<file path="config.mk">
export PLATFORM = sky130hd
export DESIGN_NAME = list_sum_engine_flat
export DESIGN_NICKNAME = d
export VERILOG_FILES = /design/src/rtl/list_sum_engine_if.sv /design/src/rtl/list_sum_engine.sv /design/src/flat_wrapper.sv
export SDC_FILE = /design/constraint.sdc
export NUM_CORES = 1
export LEC_CHECK = 0
export ABC_CLOCK_PERIOD_IN_PS = 7200
export BUFFER_PORTS_ARGS = -buffer_cell sky130_fd_sc_hd__buf_2
export CAP_MARGIN = 20
export CORE_ASPECT_RATIO = 0.9
export CORE_MARGIN = 2
export CORE_UTILIZATION = 60
export DETAILED_ROUTE_END_ITERATION = 8
export PLACE_DENSITY = 0.95
export SLEW_MARGIN = 20
export SYNTH_ARGS = -nofsm -noshare
export SYNTH_HDL_FRONTEND = slang
export SYNTH_SLANG_ARGS = --single-unit
</file>
<file path="constraint.sdc">
create_clock -name clk -period 7.2 [get_ports clk]
set_input_delay 0.72 -clock clk [delete_from_list [all_inputs] [get_ports clk]]
set_output_delay 0.72 -clock clk [all_outputs]
set_load 0.02 [all_outputs]
</file>
<file path="src/rtl/list_sum_engine_if.sv">
// Handshake bundle for list_sum_engine: start/head control, memory read port, status.
// LIST_SUM_SAT_EN adds the sticky ovf output.
interface list_sum_engine_if #(
  parameter int DATA_W    = 32,
  parameter int ADDR_W    = 8,
  parameter int MAX_NODES = 255
);
  localparam int CNT_W = $clog2(MAX_NODES + 1);

  logic              start;
  logic [ADDR_W-1:0] head;
  logic              mem_req;
  logic [ADDR_W-1:0] mem_addr;
  logic              mem_ack;
  logic [DATA_W-1:0] mem_rdata;
  logic              busy;
  logic              done;
  logic              err;
  logic [DATA_W-1:0] sum;
  logic [CNT_W-1:0]  node_count;
`ifdef LIST_SUM_SAT_EN
  logic              ovf;
`endif

  modport master (
    input  start, head, mem_ack, mem_rdata,
    output mem_req, mem_addr, busy, done,
    output err, sum, node_count
`ifdef LIST_SUM_SAT_EN
    , output ovf
`endif
  );

  modport slave (
    output start, head, mem_ack, mem_rdata,
    input  mem_req, mem_addr, busy, done,
    input  err, sum, node_count
`ifdef LIST_SUM_SAT_EN
    , input ovf
`endif
  );
endinterface

</file>
<file path="src/rtl/list_sum_engine.sv">
// Linked-list walker summing node values over a req/ack word-read port.
// LIST_SUM_SAT_EN: saturating sum with sticky ovf; default wraps.
module list_sum_engine #(
  parameter int DATA_W    = 32,
  parameter int ADDR_W    = 8,
  parameter int MAX_NODES = 255
) (
  input logic clk,
  input logic rst,
  list_sum_engine_if.master bus
);
  localparam int CNT_W = $clog2(MAX_NODES + 1);
  localparam logic [CNT_W-1:0] MAX_CNT = CNT_W'(MAX_NODES);

  typedef enum logic [3:0] {
    IDLE    = 4'b0001,
    RD_VAL  = 4'b0010,
    RD_NEXT = 4'b0100,
    DONE    = 4'b1000
  } state_t;

  // Initialisers give the reset values from power-up.
  state_t            state    = IDLE;
  logic [ADDR_W-1:0] ptr      = '0;
  logic              mem_req  = 1'b0;
  logic [ADDR_W-1:0] mem_addr = '0;
  logic              busy     = 1'b0;
  logic              done     = 1'b0;
  logic              err      = 1'b0;
  logic [DATA_W-1:0] sum      = '0;
  logic [CNT_W-1:0]  cnt      = '0;
  logic [ADDR_W-1:0] next_ptr;
  logic              xfer;

  assign next_ptr = bus.mem_rdata[ADDR_W-1:0];
  assign xfer     = mem_req & bus.mem_ack;

`ifdef LIST_SUM_SAT_EN
  logic              ovf = 1'b0;
  logic [DATA_W:0]   add_full;
  logic [DATA_W-1:0] sum_nxt;

  assign add_full = {1'b0, sum} + {1'b0, bus.mem_rdata};
  assign sum_nxt  = (add_full[DATA_W] | ovf) ? '1
                                             : add_full[DATA_W-1:0];
  assign bus.ovf  = ovf;
`else
  logic [DATA_W-1:0] sum_nxt;

  assign sum_nxt = sum + bus.mem_rdata;
`endif

  always_ff @(posedge clk) begin
    if (rst) begin
      state    <= IDLE;
      ptr      <= '0;
      mem_req  <= 1'b0;
      mem_addr <= '0;
      busy     <= 1'b0;
      done     <= 1'b0;
      err      <= 1'b0;
      sum      <= '0;
      cnt      <= '0;
`ifdef LIST_SUM_SAT_EN
      ovf      <= 1'b0;
`endif
    end else begin
      case (state)
        IDLE: begin
          if (bus.start) begin
            sum <= '0;
            cnt <= '0;
            err <= 1'b0;
`ifdef LIST_SUM_SAT_EN
            ovf <= 1'b0;
`endif
            if (bus.head == '0) begin
              state <= DONE;
              done  <= 1'b1;
            end else begin
              ptr      <= bus.head;
              mem_addr <= bus.head;
              mem_req  <= 1'b1;
              busy     <= 1'b1;
              state    <= RD_VAL;
            end
          end
        end
        RD_VAL: begin
          if (xfer) begin
            sum      <= sum_nxt;
`ifdef LIST_SUM_SAT_EN
            ovf      <= ovf | add_full[DATA_W];
`endif
            cnt      <= cnt + 1'b1;
            mem_addr <= ptr + 1'b1;
            state    <= RD_NEXT;
          end
        end
        RD_NEXT: begin
          if (xfer) begin
            if (next_ptr == '0 || cnt == MAX_CNT) begin
              err     <= (next_ptr != '0);
              mem_req <= 1'b0;
              busy    <= 1'b0;
              done    <= 1'b1;
              state   <= DONE;
            end else begin
              ptr      <= next_ptr;
              mem_addr <= next_ptr;
              state    <= RD_VAL;
            end
          end
        end
        DONE: begin
          if (!bus.start) begin
            done  <= 1'b0;
            state <= IDLE;
          end
        end
        default: begin
          mem_req <= 1'b0;
          busy    <= 1'b0;
          done    <= 1'b0;
          state   <= IDLE;
        end
      endcase
    end
  end

  assign bus.mem_req    = mem_req;
  assign bus.mem_addr   = mem_addr;
  assign bus.busy       = busy;
  assign bus.done       = done;
  assign bus.err        = err;
  assign bus.sum        = sum;
  assign bus.node_count = cnt;
endmodule

</file>
<file path="src/flat_wrapper.sv">
// flat-port wrapper written by rule: the top's interface ports become plain ports
module list_sum_engine_flat 
#(
  parameter int DATA_W    = 32,
  parameter int ADDR_W    = 8,
  parameter int MAX_NODES = 255
)
  (clk, rst, bus_start, bus_head, bus_mem_ack, bus_mem_rdata, bus_mem_req, bus_mem_addr, bus_busy, bus_done, bus_err, bus_sum, bus_node_count);
  list_sum_engine_if #(.DATA_W(DATA_W), .ADDR_W(ADDR_W), .MAX_NODES(MAX_NODES)) bus_i ();
  input logic clk;
  input logic rst;
  input wire logic [$bits(bus_i.start)-1:0] bus_start;
  input wire logic [$bits(bus_i.head)-1:0] bus_head;
  input wire logic [$bits(bus_i.mem_ack)-1:0] bus_mem_ack;
  input wire logic [$bits(bus_i.mem_rdata)-1:0] bus_mem_rdata;
  output wire logic [$bits(bus_i.mem_req)-1:0] bus_mem_req;
  output wire logic [$bits(bus_i.mem_addr)-1:0] bus_mem_addr;
  output wire logic [$bits(bus_i.busy)-1:0] bus_busy;
  output wire logic [$bits(bus_i.done)-1:0] bus_done;
  output wire logic [$bits(bus_i.err)-1:0] bus_err;
  output wire logic [$bits(bus_i.sum)-1:0] bus_sum;
  output wire logic [$bits(bus_i.node_count)-1:0] bus_node_count;
  assign bus_i.start = bus_start;
  assign bus_i.head = bus_head;
  assign bus_i.mem_ack = bus_mem_ack;
  assign bus_i.mem_rdata = bus_mem_rdata;
  assign bus_mem_req = bus_i.mem_req;
  assign bus_mem_addr = bus_i.mem_addr;
  assign bus_busy = bus_i.busy;
  assign bus_done = bus_i.done;
  assign bus_err = bus_i.err;
  assign bus_sum = bus_i.sum;
  assign bus_node_count = bus_i.node_count;
  list_sum_engine #(.DATA_W(DATA_W), .ADDR_W(ADDR_W), .MAX_NODES(MAX_NODES)) u_core (.clk(clk), .rst(rst), .bus(bus_i));
endmodule
</file>
# Yosys cells after proc, flatten, opt, wreduce, memory -nomap -nowiden

Cells that the tools add are included.
W data, S select, Z words.

Output and inout port bits: 52
Bits in registers: 63
Input bits: 44

Bitwise gates (word level): 3
Eq/ne operators: 13
$add $sub $neg: 3
Reduce and logical (&&, ||, !) cells: 15
Multiplexer cells: 35

Operators with widths:

| cell                  | count |
|---|---|
| $mux W32              | 2 |
| $pmux W32 S2          | 1 |
| $mux W8               | 7 |
| $add A32 B32 Y32      | 1 |
| $pmux W8 S2           | 2 |
| $mux W4               | 6 |
| $pmux W8 S3           | 1 |
| $add A8 B1 Y8 const B | 2 |
| $logic_not A8 Y1      | 2 |
| $pmux W4 S4           | 1 |
| $mux W1               | 12 |
| $reduce_and A6 Y1     | 2 |
| $reduce_and A5 Y1     | 2 |
| $eq A8 B8 Y1 const B  | 1 |
| $ne A2 B1 Y1 const B  | 4 |
| $ne A2 B2 Y1 const B  | 4 |
| $reduce_and A4 Y1     | 2 |
| $reduce_bool A8 Y1    | 1 |
| $eq A4 B1 Y1 const B  | 1 |
| $eq A4 B2 Y1 const B  | 1 |
| $eq A4 B3 Y1 const B  | 1 |
| $eq A4 B4 Y1 const B  | 1 |
| $pmux W1 S4           | 1 |
| $reduce_bool A2 Y1    | 2 |
| other kinds (8)       | 9 |

# Depth between registers and ports, before layout

Word-level depth: 5
Gate-level depth with buffers: 12
Mapped depth without buffers: 12

# Least setup slack after synthesis

Ideal clock, no wire load.

Path type: input port to flip-flop
Start point: input bus_mem_rdata[0]
End point: register u_core.sum[24] (netlist: u_core.bus.sum[24])
Setup slack: 4202 ps
Library setup time: 122 ps
Stages on the path: 12
Data arrival time: 2875 ps
Data required time: 7078 ps
Cell sequence: ha_1 inv_1 fa_1 nor2b_1 o2111ai_1 nand2_1 a41oi_1 o21ai_0 a21oi_1 o211ai_1 mux2i_1 nand3_1

Longest elaborated chain between the ends: 3

RTL lines:

| what                 | line                  | RTL |
|---|---|---|
| start, declared      | flat_wrapper.sv:15    | `input wire logic [$bits(bus_i.mem_rdata)-1:0] bus_mem_rdata;` |
| $add A32 B32 Y32     | list_sum_engine.sv:50 | `assign sum_nxt = sum + bus.mem_rdata;` |
| $mux W32             | list_sum_engine.sv:90 | `if (xfer) begin` |
| $pmux W32 S2         | list_sum_engine.sv:68 | `case (state)` |
| end signal, assigned | list_sum_engine.sv:91 | `sum <= sum_nxt;` |
| end, declared        | list_sum_engine.sv:30 | `logic [DATA_W-1:0] sum = '0;` |

Every way passes these cells. The select of a mux whose other input is x is not followed.
A chain may end at the register's enable or synchronous reset.

# Worst setup path after layout

Same ends and word-level chain as after synthesis.

==> impl_metrics.py <==
metrics = {
    "layout": {
        "post-route-cell-area_um2": 5240,
        "syn_to_final_growth_pct": 15.3,
        "finalNonFillerCells": 772,
        "fin_nets": 750,
        "antenna_cells": 0,
        "post-route-util_pct": 70.5,
        "drive_gt1_share_pct": 18.2,
    },
    "sta": {
        "tightest_slew_ns": 0.928,
        "whs_ns": 0.467,
        "max_freq_mhz": 305,
        "report.final.slew_viol_count": 0,
        "rsz0062_at_grt": "false",
        "finalHoldViolations": 0,
        "slew_headroom_pct": 38.1,
        "finalCritPeriodShare_pct": 45.6,
        "clock_skew_ns": 0.0138,
        "setup_tns_ns": 0,
        "period_needed_ns": 3.28,
        "finalSetupViolations": 0,
        "setup_ws_ns": 3.92,
    },
    "synthesis": {
        "synth_compound_area_share_pct": 25.3,
        "seq_area_frac_synth_pct": 27.8,
        "synth_ff_type": "dfxtp_1",
        "synthSimpleGateAreaFrac_pct": 22.9,
        "ys_warn_count": 0,
        "synth_cell_type_count": 59,
        "synth_area_per_cell_um2": 7.69,
        "synth_area_um2": 4540,
        "synth-edff-count": 0,
        "syn_inst": 591,
        "synth_xor_area_share_pct": 7.13,
        "async_flop_share_pct": 0,
        "synth_fa_ha_area_share_pct": 9.53,
        "syn_nets": 669,
        "synthMuxAreaShare_pct": 3.97,
        "synth_top_family_by_area": "compound AO/OA/AOI/OAI gates",
        "ys_ff_latch": 63,
    },
    "setup_path": {
        "crit_path_end_kind": "flip-flop",
        "start_kind": "input pin",
        "reg2reg_from": "u_core.bus.sum[0]",
        "cp_data_arrival_time_ns": 3.51,
        "r2r-end": "u_core.bus.sum[24]",
        "reg2reg_depth": 12,
        "r2r_slack_ns": 4.02,
        "crit_fanout": 4,
        "required_ns": 7.43,
        "setup.worst_path.class": "input pin to flip-flop",
        "startpoint": "bus_mem_rdata[0]",
    },
    "run_status": {
        "outcome": "finished, final reports clean",
    },
    "grt": {
        "use_met3_pct": 7.04,
        "antenna_found_initial": 0,
        "top_usage_layer": "met2",
        "grt_start_max_net_pins": 51,
        "grt_pass1_wl_mm": 20.7,
        "grt_pass1_vias": 4489,
        "grtUsageMet2_pct": 51.6,
        "met1_usage_pct": 39.3,
        "grtUsageTotal_pct": 31.4,
        "grt.overflow.total": 0,
    },
    "floorplanning": {
        "pin_count": 96,
        "placementRows": 30,
        "fp.dieW_um": 95.7,
        "initial_core_util_pct": 61.1,
        "die_h_um": 86.6,
        "dieArea_um2": 8290,
        "fp.coreArea_um2": 7430,
    },
    "drt": {
        "wire_per_inst_um": 16.8,
        "vias": 4886,
        "viasPerCell": 6.33,
        "drc_errors": 0,
        "postRouteAntennaNets": 0,
        "drt_iter0_drc": 443,
        "routed_wirelength_mm": 13.0,
        "dr.pass1.iters": 8,
    },
    "placed_design": {
        "pre_cts_ws_ns": 3.69,
        "hpwl_mm": 9.54,
        "gp_congestion": 0.891,
        "dp.cells": 757,
        "port_buffers": 95,
        "post_dp_cell_area_um2": 5040,
    },
    "clock_network": {
        "cts_tree": "built",
        "post_cts_resized": 0,
        "numCtsBuffers": 9,
        "htreeDepth": 3,
        "clk_root_buffer_cell": "clkbuf_8",
        "cts.sinks": 63,
        "postCtsHoldBufs": 0,
        "clkLatencyLatePin_ns": 0.35,
        "clkTransAtPathRegs_ns": 0.08,
        "post_cts_buffers": 0,
        "cts_max_path_buffers": 2,
    },
    "power_and_ir_drop": {
        "p_per_area_nw_per_um2": 156,
        "power_mw": 0.818,
        "p_leak_nw": 2.47,
        "ir_worst_vdd_mv": 0.121,
    },
    "run": {
        "max_cap_violations": 0,
    },
    "hold_path": {
        "hp-start": "u_core.bus.err",
        "hp-class": "flip-flop to flip-flop",
        "holdPathStages": 2,
        "holdPathEnd": "u_core.bus.err",
    },
}
cells by family after synthesis:
family,after synthesis
AOI/OAI and AO/OA,180
DFF,63
xor gates and xnor gates,37
buffers and inverters,38
adders and majority gates,34
and+or+nand+nor,221
muxes,18
state kept, by name, indices dropped and copies added (netlist names):
name / count
u_core.state: 4
u_core.bus.mem_req: 1
u_core.bus.err: 1
u_core.bus.done: 1
u_core.bus.node_count: 8
u_core.bus.sum: 32
u_core.ptr: 8
u_core.bus.mem_addr: 8
power by group:
part	internal [mW]	switching [mW]	total [mW]
combinational	0.0483	0.0810	0.129
sequential	0.358	0.0101	0.368
clock	0.177	0.144	0.320
worst max path at each step:
stage,to,slack (ns)
6_report,u_core.bus.sum[24],3.92
3_3_place_gp,u_core.bus.sum[24],3.84
2_1_floorplan,u_core.bus.sum[24],4.20
4_1_cts,u_core.bus.sum[24],4.03
3_5_place_dp,u_core.bus.sum[24],3.69
5_1_grt,u_core.bus.sum[24],3.75
worst max-delay path, cell delays in order:
cell	delay [ns]
buf_2	0.12
ha_1	0.22
inv_1	0.07
fa_1	0.40
nor2b_1	0.22
o2111ai_1	0.16
nand2_1	0.17
a41oi_1	0.17
o21ai_0	0.42
a21oi_1	0.16
o211ai_1	0.37
mux2i_1	0.24
nand3_1	0.08
cells in the mapped netlist, types with 2 or more instances:
cell type   n  area, um^2
dfxtp_1    63        1260
nor2_1     63         236
a21oi_1    60         300
nand2_1    59         221
ha_1       33         413
nand3_1    32         160
o21ai_0    30         150
clkbuf_1   23        86.3
a21o_1     20         150
xnor2_1    19         166
mux2i_1    18         180
xor2_1     18         158
nor3_1     15        75.1
a31oi_1    12        75.1
and3_1     11        68.8
a211oi_1   10        75.1
inv_1      10        37.5
nand4_1     7        43.8
nand2b_1    6        37.5
nor2b_1     6        37.5
a211o_1     5        43.8
o21bai_1    5        37.5
and2_1      4        25.0
nor4_1      4        25.0
o211ai_1    4        30.0
o22ai_1     4        25.0
or3_1       4        25.0
buf_2       3        15.0
nor3b_1     3        22.5
o21a_1      3        22.5
o21ai_1     3        15.0
a21boi_0    2        15.0
and4_1      2        17.5
o2111ai_1   2        17.5
o21ai_2     2        17.5
o31ai_1     2        15.0
or4_1       2        15.0
cells in the final DEF (no fill, tap or decap), types with 6 or more instances in the layout:
cell	n
buf_2	95
nor2_1	63
dfxtp_1	63
a21oi_1	60
nand2_1	59
ha_1	33
nand3_1	32
o21ai_0	30
a21o_1	20
xnor2_1	19
mux2i_1	18
xor2_1	18
nor3_1	15
a31oi_1	12
and3_1	11
clkbuf_8	11
inv_1	10
a211oi_1	10
nand4_1	7
nand2b_1	6
nor2b_1	6
per-layer routing:
metal | routed length [um] | vias up
met5 | 0 | -
met1 | 5410 | 2229
li1 | - | 2315
met4 | 467 | 0
met2 | 6100 | 280
met3 | 1020 | 62
area by class of cell:
class	count	area (um^2)
sequential	63	1260
clock buffer	12	155
timing repair buffer	98	498
inverter	10	37.5
multi-input combinational	490	3120
tap	96	120
clock inverter	3	42.5
fill	588	2190
Power figures use the tool's default switching activity.
